$ cat config.mk
export PLATFORM = sky130hd
export DESIGN_NAME = axi4_lite_rr_arbiter
export DESIGN_NICKNAME = d
export VERILOG_FILES = /design/src/rtl/axi4_lite_rr_arbiter.sv
export SDC_FILE = /design/constraint.sdc
export NUM_CORES = 1
export LEC_CHECK = 0
export CORE_AREA = 2 2 171 173
export DETAILED_ROUTE_END_ITERATION = 8
export DIE_AREA = 0 0 173 175
export PLACE_DENSITY = 0.43
export SLEW_MARGIN = 15
export SYNTH_ARGS = -nofsm -noshare
export SYNTH_HDL_FRONTEND = slang
export SYNTH_SLANG_ARGS = --single-unit
$ cat constraint.sdc
create_clock -name clk -period 5.4 [get_ports clk]
set_clock_uncertainty 0.2 [all_clocks]
set_input_delay 1.08 -clock clk [delete_from_list [all_inputs] [get_ports clk]]
set_output_delay 1.08 -clock clk [all_outputs]
set_load 0.02 [all_outputs]
$ cat src/rtl/axi4_lite_rr_arbiter.sv
// N-master to 1-slave AXI4-Lite arbiter with independent round-robin read and
// write paths, one outstanding transaction per path, combinational pass-through.
module axi4_lite_rr_arbiter #(
   parameter int NUM_MASTERS = 2,
   parameter int ADDR_WIDTH  = 32,
   parameter int DATA_WIDTH  = 32,
   parameter int STRB_WIDTH  = DATA_WIDTH / 8,
   parameter int IDX_W       = (NUM_MASTERS > 1) ? $clog2(NUM_MASTERS) : 1
) (
   input  logic                                clk,
   input  logic                                rst_n,
   // master-facing ports, master i occupies slice i of each vector
   input  logic [NUM_MASTERS*ADDR_WIDTH-1:0]   m_awaddr_i,
   input  logic [NUM_MASTERS-1:0]              m_awvalid_i,
   output logic [NUM_MASTERS-1:0]              m_awready_o,
   input  logic [NUM_MASTERS*DATA_WIDTH-1:0]   m_wdata_i,
   input  logic [NUM_MASTERS*STRB_WIDTH-1:0]   m_wstrb_i,
   input  logic [NUM_MASTERS-1:0]              m_wvalid_i,
   output logic [NUM_MASTERS-1:0]              m_wready_o,
   output logic [NUM_MASTERS*2-1:0]            m_bresp_o,
   output logic [NUM_MASTERS-1:0]              m_bvalid_o,
   input  logic [NUM_MASTERS-1:0]              m_bready_i,
   input  logic [NUM_MASTERS*ADDR_WIDTH-1:0]   m_araddr_i,
   input  logic [NUM_MASTERS-1:0]              m_arvalid_i,
   output logic [NUM_MASTERS-1:0]              m_arready_o,
   output logic [NUM_MASTERS*DATA_WIDTH-1:0]   m_rdata_o,
   output logic [NUM_MASTERS*2-1:0]            m_rresp_o,
   output logic [NUM_MASTERS-1:0]              m_rvalid_o,
   input  logic [NUM_MASTERS-1:0]              m_rready_i,
   // slave-facing port
   output logic [ADDR_WIDTH-1:0]               s_awaddr_o,
   output logic                                s_awvalid_o,
   input  logic                                s_awready_i,
   output logic [DATA_WIDTH-1:0]               s_wdata_o,
   output logic [STRB_WIDTH-1:0]               s_wstrb_o,
   output logic                                s_wvalid_o,
   input  logic                                s_wready_i,
   input  logic [1:0]                          s_bresp_i,
   input  logic                                s_bvalid_i,
   output logic                                s_bready_o,
   output logic [ADDR_WIDTH-1:0]               s_araddr_o,
   output logic                                s_arvalid_o,
   input  logic                                s_arready_i,
   input  logic [DATA_WIDTH-1:0]               s_rdata_i,
   input  logic [1:0]                          s_rresp_i,
   input  logic                                s_rvalid_i,
   output logic                                s_rready_o,
   // status
   output logic [NUM_MASTERS-1:0]              rd_grant_o,
   output logic [NUM_MASTERS-1:0]              wr_grant_o,
   output logic                                rd_busy_o,
   output logic                                wr_busy_o
);

   localparam logic [1:0] R_IDLE = 2'd0, R_ADDR = 2'd1, R_DATA = 2'd2;
   localparam logic [1:0] W_IDLE = 2'd0, W_REQ  = 2'd1, W_RESP = 2'd2;
   localparam logic [IDX_W-1:0] LAST_IDX = IDX_W'(NUM_MASTERS - 1);

   logic [1:0]       rd_state_q, rd_state_d;
   logic [IDX_W-1:0] rd_idx_q, rd_idx_d, rd_ptr_q, rd_ptr_d;
   logic [1:0]       wr_state_q, wr_state_d;
   logic [IDX_W-1:0] wr_idx_q, wr_idx_d, wr_ptr_q, wr_ptr_d;
   logic             aw_done_q, aw_done_d, w_done_q, w_done_d;
   logic             ar_fire_s, r_fire_s, aw_fire_s, w_fire_s, b_fire_s;
   logic [NUM_MASTERS-1:0] wr_req_s;

   function automatic logic [IDX_W-1:0] next_idx(input logic [IDX_W-1:0] idx);
      return (idx == LAST_IDX) ? {IDX_W{1'b0}} : idx + IDX_W'(1);
   endfunction

   // First requester at or after ptr, scanning modulo NUM_MASTERS
   function automatic logic [IDX_W-1:0] rr_pick(input logic [NUM_MASTERS-1:0] req,
                                                input logic [IDX_W-1:0]       ptr);
      logic [IDX_W-1:0] cand;
      logic [IDX_W-1:0] pick;
      logic             found;
      cand  = ptr;
      pick  = ptr;
      found = 1'b0;
      for (int i = 0; i < NUM_MASTERS; i++) begin
         if (!found && req[cand]) begin
            pick  = cand;
            found = 1'b1;
         end else begin
            found = found;
         end
         cand = next_idx(cand);
      end
      return pick;
   endfunction

   assign ar_fire_s = s_arvalid_o & s_arready_i;
   assign r_fire_s  = s_rvalid_i  & s_rready_o;
   assign aw_fire_s = s_awvalid_o & s_awready_i;
   assign w_fire_s  = s_wvalid_o  & s_wready_i;
   assign b_fire_s  = s_bvalid_i  & s_bready_o;
   assign wr_req_s  = m_awvalid_i | m_wvalid_i;

   // Read path state register
   always_ff @(posedge clk or negedge rst_n) begin
      if (!rst_n) begin
         rd_state_q <= R_IDLE;
         rd_idx_q   <= {IDX_W{1'b0}};
         rd_ptr_q   <= {IDX_W{1'b0}};
      end else begin
         rd_state_q <= rd_state_d;
         rd_idx_q   <= rd_idx_d;
         rd_ptr_q   <= rd_ptr_d;
      end
   end

   // Read path next-state logic
   always_comb begin
      rd_state_d = rd_state_q;
      rd_idx_d   = rd_idx_q;
      rd_ptr_d   = rd_ptr_q;
      case (rd_state_q)
         R_IDLE: begin
            if (|m_arvalid_i) begin
               rd_idx_d   = rr_pick(m_arvalid_i, rd_ptr_q);
               rd_state_d = R_ADDR;
            end else begin
               rd_state_d = R_IDLE;
            end
         end
         R_ADDR: begin
            if (ar_fire_s) begin
               rd_state_d = R_DATA;
            end else begin
               rd_state_d = R_ADDR;
            end
         end
         R_DATA: begin
            if (r_fire_s) begin
               rd_state_d = R_IDLE;
               rd_ptr_d   = next_idx(rd_idx_q);
            end else begin
               rd_state_d = R_DATA;
            end
         end
         default: rd_state_d = R_IDLE;
      endcase
   end

   // Read path routing between granted master and slave
   always_comb begin
      s_araddr_o  = {ADDR_WIDTH{1'b0}};
      s_arvalid_o = 1'b0;
      s_rready_o  = 1'b0;
      m_arready_o = {NUM_MASTERS{1'b0}};
      m_rvalid_o  = {NUM_MASTERS{1'b0}};
      m_rdata_o   = {(NUM_MASTERS*DATA_WIDTH){1'b0}};
      m_rresp_o   = {(NUM_MASTERS*2){1'b0}};
      rd_grant_o  = {NUM_MASTERS{1'b0}};
      rd_busy_o   = 1'b0;
      case (rd_state_q)
         R_IDLE: rd_busy_o = 1'b0;
         R_ADDR: begin
            rd_busy_o             = 1'b1;
            rd_grant_o[rd_idx_q]  = 1'b1;
            s_araddr_o            = m_araddr_i[rd_idx_q*ADDR_WIDTH +: ADDR_WIDTH];
            s_arvalid_o           = m_arvalid_i[rd_idx_q];
            m_arready_o[rd_idx_q] = s_arready_i;
         end
         R_DATA: begin
            rd_busy_o                                     = 1'b1;
            rd_grant_o[rd_idx_q]                          = 1'b1;
            m_rdata_o[rd_idx_q*DATA_WIDTH +: DATA_WIDTH]  = s_rdata_i;
            m_rresp_o[rd_idx_q*2 +: 2]                    = s_rresp_i;
            m_rvalid_o[rd_idx_q]                          = s_rvalid_i;
            s_rready_o                                    = m_rready_i[rd_idx_q];
         end
         default: rd_busy_o = 1'b0;
      endcase
   end

   // Write path state register
   always_ff @(posedge clk or negedge rst_n) begin
      if (!rst_n) begin
         wr_state_q <= W_IDLE;
         wr_idx_q   <= {IDX_W{1'b0}};
         wr_ptr_q   <= {IDX_W{1'b0}};
         aw_done_q  <= 1'b0;
         w_done_q   <= 1'b0;
      end else begin
         wr_state_q <= wr_state_d;
         wr_idx_q   <= wr_idx_d;
         wr_ptr_q   <= wr_ptr_d;
         aw_done_q  <= aw_done_d;
         w_done_q   <= w_done_d;
      end
   end

   // Write path next-state logic; AW and W may complete in either order
   always_comb begin
      wr_state_d = wr_state_q;
      wr_idx_d   = wr_idx_q;
      wr_ptr_d   = wr_ptr_q;
      aw_done_d  = aw_done_q;
      w_done_d   = w_done_q;
      case (wr_state_q)
         W_IDLE: begin
            aw_done_d = 1'b0;
            w_done_d  = 1'b0;
            if (|wr_req_s) begin
               wr_idx_d   = rr_pick(wr_req_s, wr_ptr_q);
               wr_state_d = W_REQ;
            end else begin
               wr_state_d = W_IDLE;
            end
         end
         W_REQ: begin
            aw_done_d = aw_done_q | aw_fire_s;
            w_done_d  = w_done_q  | w_fire_s;
            if (aw_done_d && w_done_d) begin
               wr_state_d = W_RESP;
            end else begin
               wr_state_d = W_REQ;
            end
         end
         W_RESP: begin
            if (b_fire_s) begin
               wr_state_d = W_IDLE;
               aw_done_d  = 1'b0;
               w_done_d   = 1'b0;
               wr_ptr_d   = next_idx(wr_idx_q);
            end else begin
               wr_state_d = W_RESP;
            end
         end
         default: begin
            wr_state_d = W_IDLE;
            aw_done_d  = 1'b0;
            w_done_d   = 1'b0;
         end
      endcase
   end

   // Write path routing; a completed channel is masked on both sides
   always_comb begin
      s_awaddr_o  = {ADDR_WIDTH{1'b0}};
      s_awvalid_o = 1'b0;
      s_wdata_o   = {DATA_WIDTH{1'b0}};
      s_wstrb_o   = {STRB_WIDTH{1'b0}};
      s_wvalid_o  = 1'b0;
      s_bready_o  = 1'b0;
      m_awready_o = {NUM_MASTERS{1'b0}};
      m_wready_o  = {NUM_MASTERS{1'b0}};
      m_bvalid_o  = {NUM_MASTERS{1'b0}};
      m_bresp_o   = {(NUM_MASTERS*2){1'b0}};
      wr_grant_o  = {NUM_MASTERS{1'b0}};
      wr_busy_o   = 1'b0;
      case (wr_state_q)
         W_IDLE: wr_busy_o = 1'b0;
         W_REQ: begin
            wr_busy_o             = 1'b1;
            wr_grant_o[wr_idx_q]  = 1'b1;
            s_awaddr_o            = m_awaddr_i[wr_idx_q*ADDR_WIDTH +: ADDR_WIDTH];
            s_awvalid_o           = m_awvalid_i[wr_idx_q] & ~aw_done_q;
            m_awready_o[wr_idx_q] = s_awready_i & ~aw_done_q;
            s_wdata_o             = m_wdata_i[wr_idx_q*DATA_WIDTH +: DATA_WIDTH];
            s_wstrb_o             = m_wstrb_i[wr_idx_q*STRB_WIDTH +: STRB_WIDTH];
            s_wvalid_o            = m_wvalid_i[wr_idx_q] & ~w_done_q;
            m_wready_o[wr_idx_q]  = s_wready_i & ~w_done_q;
         end
         W_RESP: begin
            wr_busy_o                  = 1'b1;
            wr_grant_o[wr_idx_q]       = 1'b1;
            m_bresp_o[wr_idx_q*2 +: 2] = s_bresp_i;
            m_bvalid_o[wr_idx_q]       = s_bvalid_i;
            s_bready_o                 = m_bready_i[wr_idx_q];
         end
         default: wr_busy_o = 1'b0;
      endcase
   end

endmodule

-- Word level (Yosys, flattened, before mapping)
Index checks and enable logic that the tools add are counted.
- logic and storage cells: 143
- bits in registers: 10
- input bits: 253
- output and inout port bits: 193
- reductions and logical operators: 17
- eq/ne operators: 5
- multiplexer cells: 66
- bitwise operators: 22
- add/sub/neg operators: 7
- shift operators: 10
- magnitude comparators: 8
- operators by type and width (cell ; number):
    variable part select 64 x 7 -> 32 bit ; 3
    2-to-1 mux 32 bit ; 3
    negation 2 -> 34 bit ; 2
    variable shift 2 x 34 -> 4 bit, first input constant ; 2
    variable part select 2 x 34 -> 4 bit ; 2
    AND 64 bit ; 1
    2-to-1 mux 64 bit ; 1
    variable shift 32 x 34 -> 64 bit, first input constant ; 1
    variable part select 32 x 34 -> 64 bit ; 1
    2-to-1 mux 1 bit ; 42
    negation 6 -> 34 bit ; 1
    2-to-1 mux 2 bit ; 11
    less-than comparator 1 x 2 -> 1 bit, second input constant ; 6
    2-to-1 mux 4 bit ; 3
    one-hot mux 2 bit (3 select lines) ; 2
    AND 2 bit ; 5
    AND 1 bit ; 9
    AND 4 bit ; 2
    AND reduction 2 bit ; 4
    OR reduction 2 bit ; 4
    variable part select 8 x 4 -> 4 bit ; 1
    logical AND 1 bit ; 5
    adder 1 bit, second input constant ; 4
    equality test 2 x 1 -> 1 bit, second input constant ; 2
    other kinds (10) ; 18

-- Longest topological paths before layout
- depth after elaboration: 9
- gate-level depth with buffers: 6
- gate-level depth less buffers: 5

-- Least setup slack after synthesis
No wires, ideal clock.
- kind: input to output
- from: input s_awready_i
- to: output m_awready_o[0]
- required time: 4.120 ns
- arrival: 1.793 ns
- slack: 2.327 ns
- stages: 1
- buffers on the path: 0
- path through: nor4bb_1
- word-level cells in the longest chain between the ends: 3
- ends and longest elaborated chain (what ; RTL line ; source):
    start: declaration ; 33 ; input logic s_awready_i,
    AND 1 bit ; 260 ; m_awready_o[wr_idx_q] = s_awready_i & ~aw_done_q;
    AND 2 bit (no source line) ; -- ;
    2-to-1 mux 2 bit ; 253 ; case (wr_state_q)
    end: declaration ; 15 ; output logic [NUM_MASTERS-1:0] m_awready_o,
Every way passes these cells.

-- Worst setup path in the final report
- from: input m_wvalid_i[1]
- to: output s_wvalid_o
- word-level cells in the longest chain between the ends: 4
- ends and longest elaborated chain (what ; RTL line ; source):
    start: declaration ; 18 ; input logic [NUM_MASTERS-1:0] m_wvalid_i,
    2-to-1 mux 1 bit (not written as such) (2 in a row) ; 263 ; s_wvalid_o = m_wvalid_i[wr_idx_q] & ~w_done_q;
    AND 1 bit ; 263 ;
    2-to-1 mux 1 bit ; 253 ;
    end: declaration ; 36 ; output logic s_wvalid_o,
Every way passes these cells. The select of a mux whose other input is x is not followed.

==> impl_metrics.csv <==
group,metric,value,unit
critical_path,crit-reg2reg-launch,"wr_idx_q$_DFFE_PN0N_",
synthesis,cells_after_synth,392,
global_route,leftover_overflow_at_the_end_of_global_routing,0,
cts,numClockSinks,10,
cts,clock-root-buffer,"clkbuf_16",
final_layout,synthToLayoutAreaGrowth,164,%
power,share_comb_of_total_power,0.880,
timing,finalSetupViolCount,0,
timing,fmax,0.245,GHz
cts,numCtsBuffers,3,
synthesis,synth.top_cells.by_area,"mux2i_1 (35%), nor2b_1 (22%), and2_1 (8.7%), dfrtp_1 (8.3%), and3_1 (8.1%)",
power,p_per_area,421,nW/um^2
power,power.share.switching,0.482,
critical_path,reg2regPathDepth,5,
floorplanning,fp.dieH,175,um
drt,num_vias,4397,
power,internal_power_consumption,1730,uW
synthesis,register_area_share_after_synthesis,0.0830,
critical_path,critical_path_arrival,2810,ps
outcome,run_status,"completed",
synthesis,postSynthAreaPerCell,7.69,sq um
power,share_seq_of_total_power,0.077,
cts,cts.reportedPaths.clkPinSlew,40,ps
critical_path,endpoint_kind,"output pin",
timing,finalCritPeriodShare,0.757,
critical_path,cp.depth,4,
drt,wirelength_routed,19000,um
synthesis,synth_top_area_share,0.349,
timing,grt_setup_unrepaired,"false",
synthesis,number_of_warnings_issued_by_yosys,0,
critical_path,cp_slowest_stage_delay,700,ps
worst_hold_path,hp-class,"reg -> reg",
flow_run,max_cap_viol_count,0,
critical_path,timing.critical_path.fanout_max,4,
critical_path,cp_top_family,"buffers and inverters",
drt,wl_per_cell,15.9,um
timing,hold_violations,0,
drt,detail_route.vias_per_cell,3.67,
place,dp_worst_setup_slack,1290,ps
floorplanning,start_util,0.106,
critical_path,start_kind,"input pin",
worst_hold_path,worstHoldStart,"wr_ptr_q$_DFFE_PN0P_",
cts,clock_path_buffers,2,
final_layout,finish.utilization,0.280,
global_route,grtUsageTotal,0.118,
critical_path,worstPathCellList,"clkdlybuf4s50_1 > mux2i_1 > nor3b_1 > clkdlybuf4s50_1",
synthesis,synth.lib_cells_used.distinct,29,
synthesis,ys_ff_latch,10,
critical_path,worst-setup-path-type,"in -> out",
final_layout,final_layout_size_suffix_gt1_frac,0.0197,
place,gp_congestion,0.769,
global_route,grt_first_pass_wirelength,28300,um
power,share_clk_of_total_power,0.044,
worst_hold_path,timing.hold.worst_path_depth,2,
place,io_buffer_count,445,
final_layout,most_common_cell_after_layout_fill_and_taps_aside,"clkdlybuf4s50_1",
critical_path,worstPathBufferInverterCount,2,
cts,cts_tree,"done",
timing,period_needed,4090,ps
timing,hold-worst-slack,348,ps
synthesis,synth.net_count,653,
cts,cts_htree_levels,1,
final_layout,layout.cells.most_common_list,"clkdlybuf4s50_1 (445), nor2b_1 (108), mux2i_1 (105), and2_1 (42), and3_1 (39)",
synthesis,netlist.top_cell.by_area,"mux2i_1",
timing,rel_slew_slack,0.457,
cts,clock_insertion_delay_worst_skew,230,ps
global_route,initial_antenna_violation_count,1,
floorplanning,top_level_ports,446,
drt,route.detailed.drc,0,
drt,dr.first_iter.drc_count,87,
drt,drtAntennaViolNets,0,
cts,postCtsSetupBuffers,0,
cts,post_cts_hold_buffer_count,0,
critical_path,cpMostUsedCell,"clkdlybuf4s50_1",
drt,drt-pass1-iter-count,4,
power,peakVddDrop,0.207,mV
final_layout,final_nets,1074,
cts,cts_resized,0,
timing,final.setup.worst_slack,1310,ps
timing,tightest_slew,815,ps
floorplanning,die-width,173,um
floorplanning,floorplan_die_area,30300,sq um
floorplanning,rows,62,
timing,accumulated_negative_setup_slack,0,ps
timing,maxSlewViolCount,0,
power,power_switching,1610,uW
floorplanning,floorplan.core_area,28400,sq um
power,finalPower,3340,uW
global_route,grt_pass1_vias,4684,
global_route,grt_max_degree,54,
power,p_leak,0.00345,uW
synthesis,post_synth_instance_area,3010,sq um
critical_path,worstPathRequired,4120,ps
place,post-dp-hpwl,15900,um
critical_path,slowest_stage_cell_crit_path,"clkdlybuf4s50_1",
critical_path,worst_setup_path_startpoint,"m_wvalid_i[1]",
[power groups by stage]
stage	combinational (uW)	clock (uW)	sequential, uW
final	2940	147	256
after global routing	3140	155	275
after CTS	2990	151	261
after detailed placement	2970	0	262
after global placement	2990	0	262
after floorplan	1680	0	134
[registers in the layout (all words and copies together) (netlist names)]
signal      flops
aw_done_q       1
rd_idx_q        1
rd_ptr_q        1
rd_state_q      2
w_done_q        1
wr_idx_q        1
wr_ptr_q        1
wr_state_q      2
[final timing paths]
path                                      endpoint  slack [ps]
setup / recovery                        s_wvalid_o        1310
hold / removal                wr_ptr_q$_DFFE_PN0P_         350
setup reg to reg           wr_state_q[0]$_DFF_PN0_        3050
hold reg to reg               wr_ptr_q$_DFFE_PN0P_         350
max in group asynchronous     wr_idx_q$_DFFE_PN0N_        3630
min in group asynchronous     rd_ptr_q$_DFFE_PN0P_         990
[cell type report]
type                            instances  area (sq um)
Timing Repair Buffer                  452          4520
Inverter                                7          26.3
Clock buffer                            4          88.8
Antenna cell                            1          2.50
Tap cell                              384           480
Sequential cell                        10           255
Fill cell                            3097         20400
Multi-Input combinational cell        339          2570
[cell families after synthesis]
group           synth area share
flops                     0.0830
buf+inv                   0.0648
mux                        0.356
simple gates               0.428
fa+ha+maj                 0.0332
compound gates            0.0345
[routing by layer]
layer / routed length (um) / part of all wire / track usage
met1: 7740 / 0.41 / 0.137
met2: 9240 / 0.49 / 0.209
met3: 1910 / 0.10 / 0.0474
met4: 113 / 0.0059 / 0.0127
met5: 0 / 0 / 0
[stage by stage]
step,instance area (sq um),instances
6_report,7940,1197
5_1_grt,7940,1197
4_1_cts,7940,1196
3_5_place_dp,7850,1192
3_3_place_gp,7850,1192
2_1_floorplan,3010,392
[synthesized netlist by cell type (all sizes together)]
| library cell | instances |
|---|---|
| nor2b | 108 |
| mux2i | 105 |
| and2 | 42 |
| and3 | 39 |
| clkbuf | 24 |
| buf | 12 |
| dfrtp | 10 |
| ha | 8 |
| inv | 7 |
| nand2 | 6 |
| a21oi | 4 |
| nor2 | 4 |
| o22ai | 3 |
| and4b | 2 |
| mux2 | 2 |
| nor3 | 2 |
| nor3b | 2 |
| nor4bb | 2 |
| o21a | 2 |
| o21ai | 2 |
| a31oi | 1 |
| a32oi | 1 |
| nand2b | 1 |
| o211ai | 1 |
| o22a | 1 |
| o41ai | 1 |
[worst reg2reg max path, delay by kind of cell, from the launching register on]
family / cells / cell delay [ps]
flip-flops: 1 / 910
AO/OA/AOI/OAI: 2 / 390
AND/OR/NAND/NOR: 1 / 130
buffers and inverters: 1 / 380
multiplexers: 1 / 260
Power figures use the tool's default switching activity.
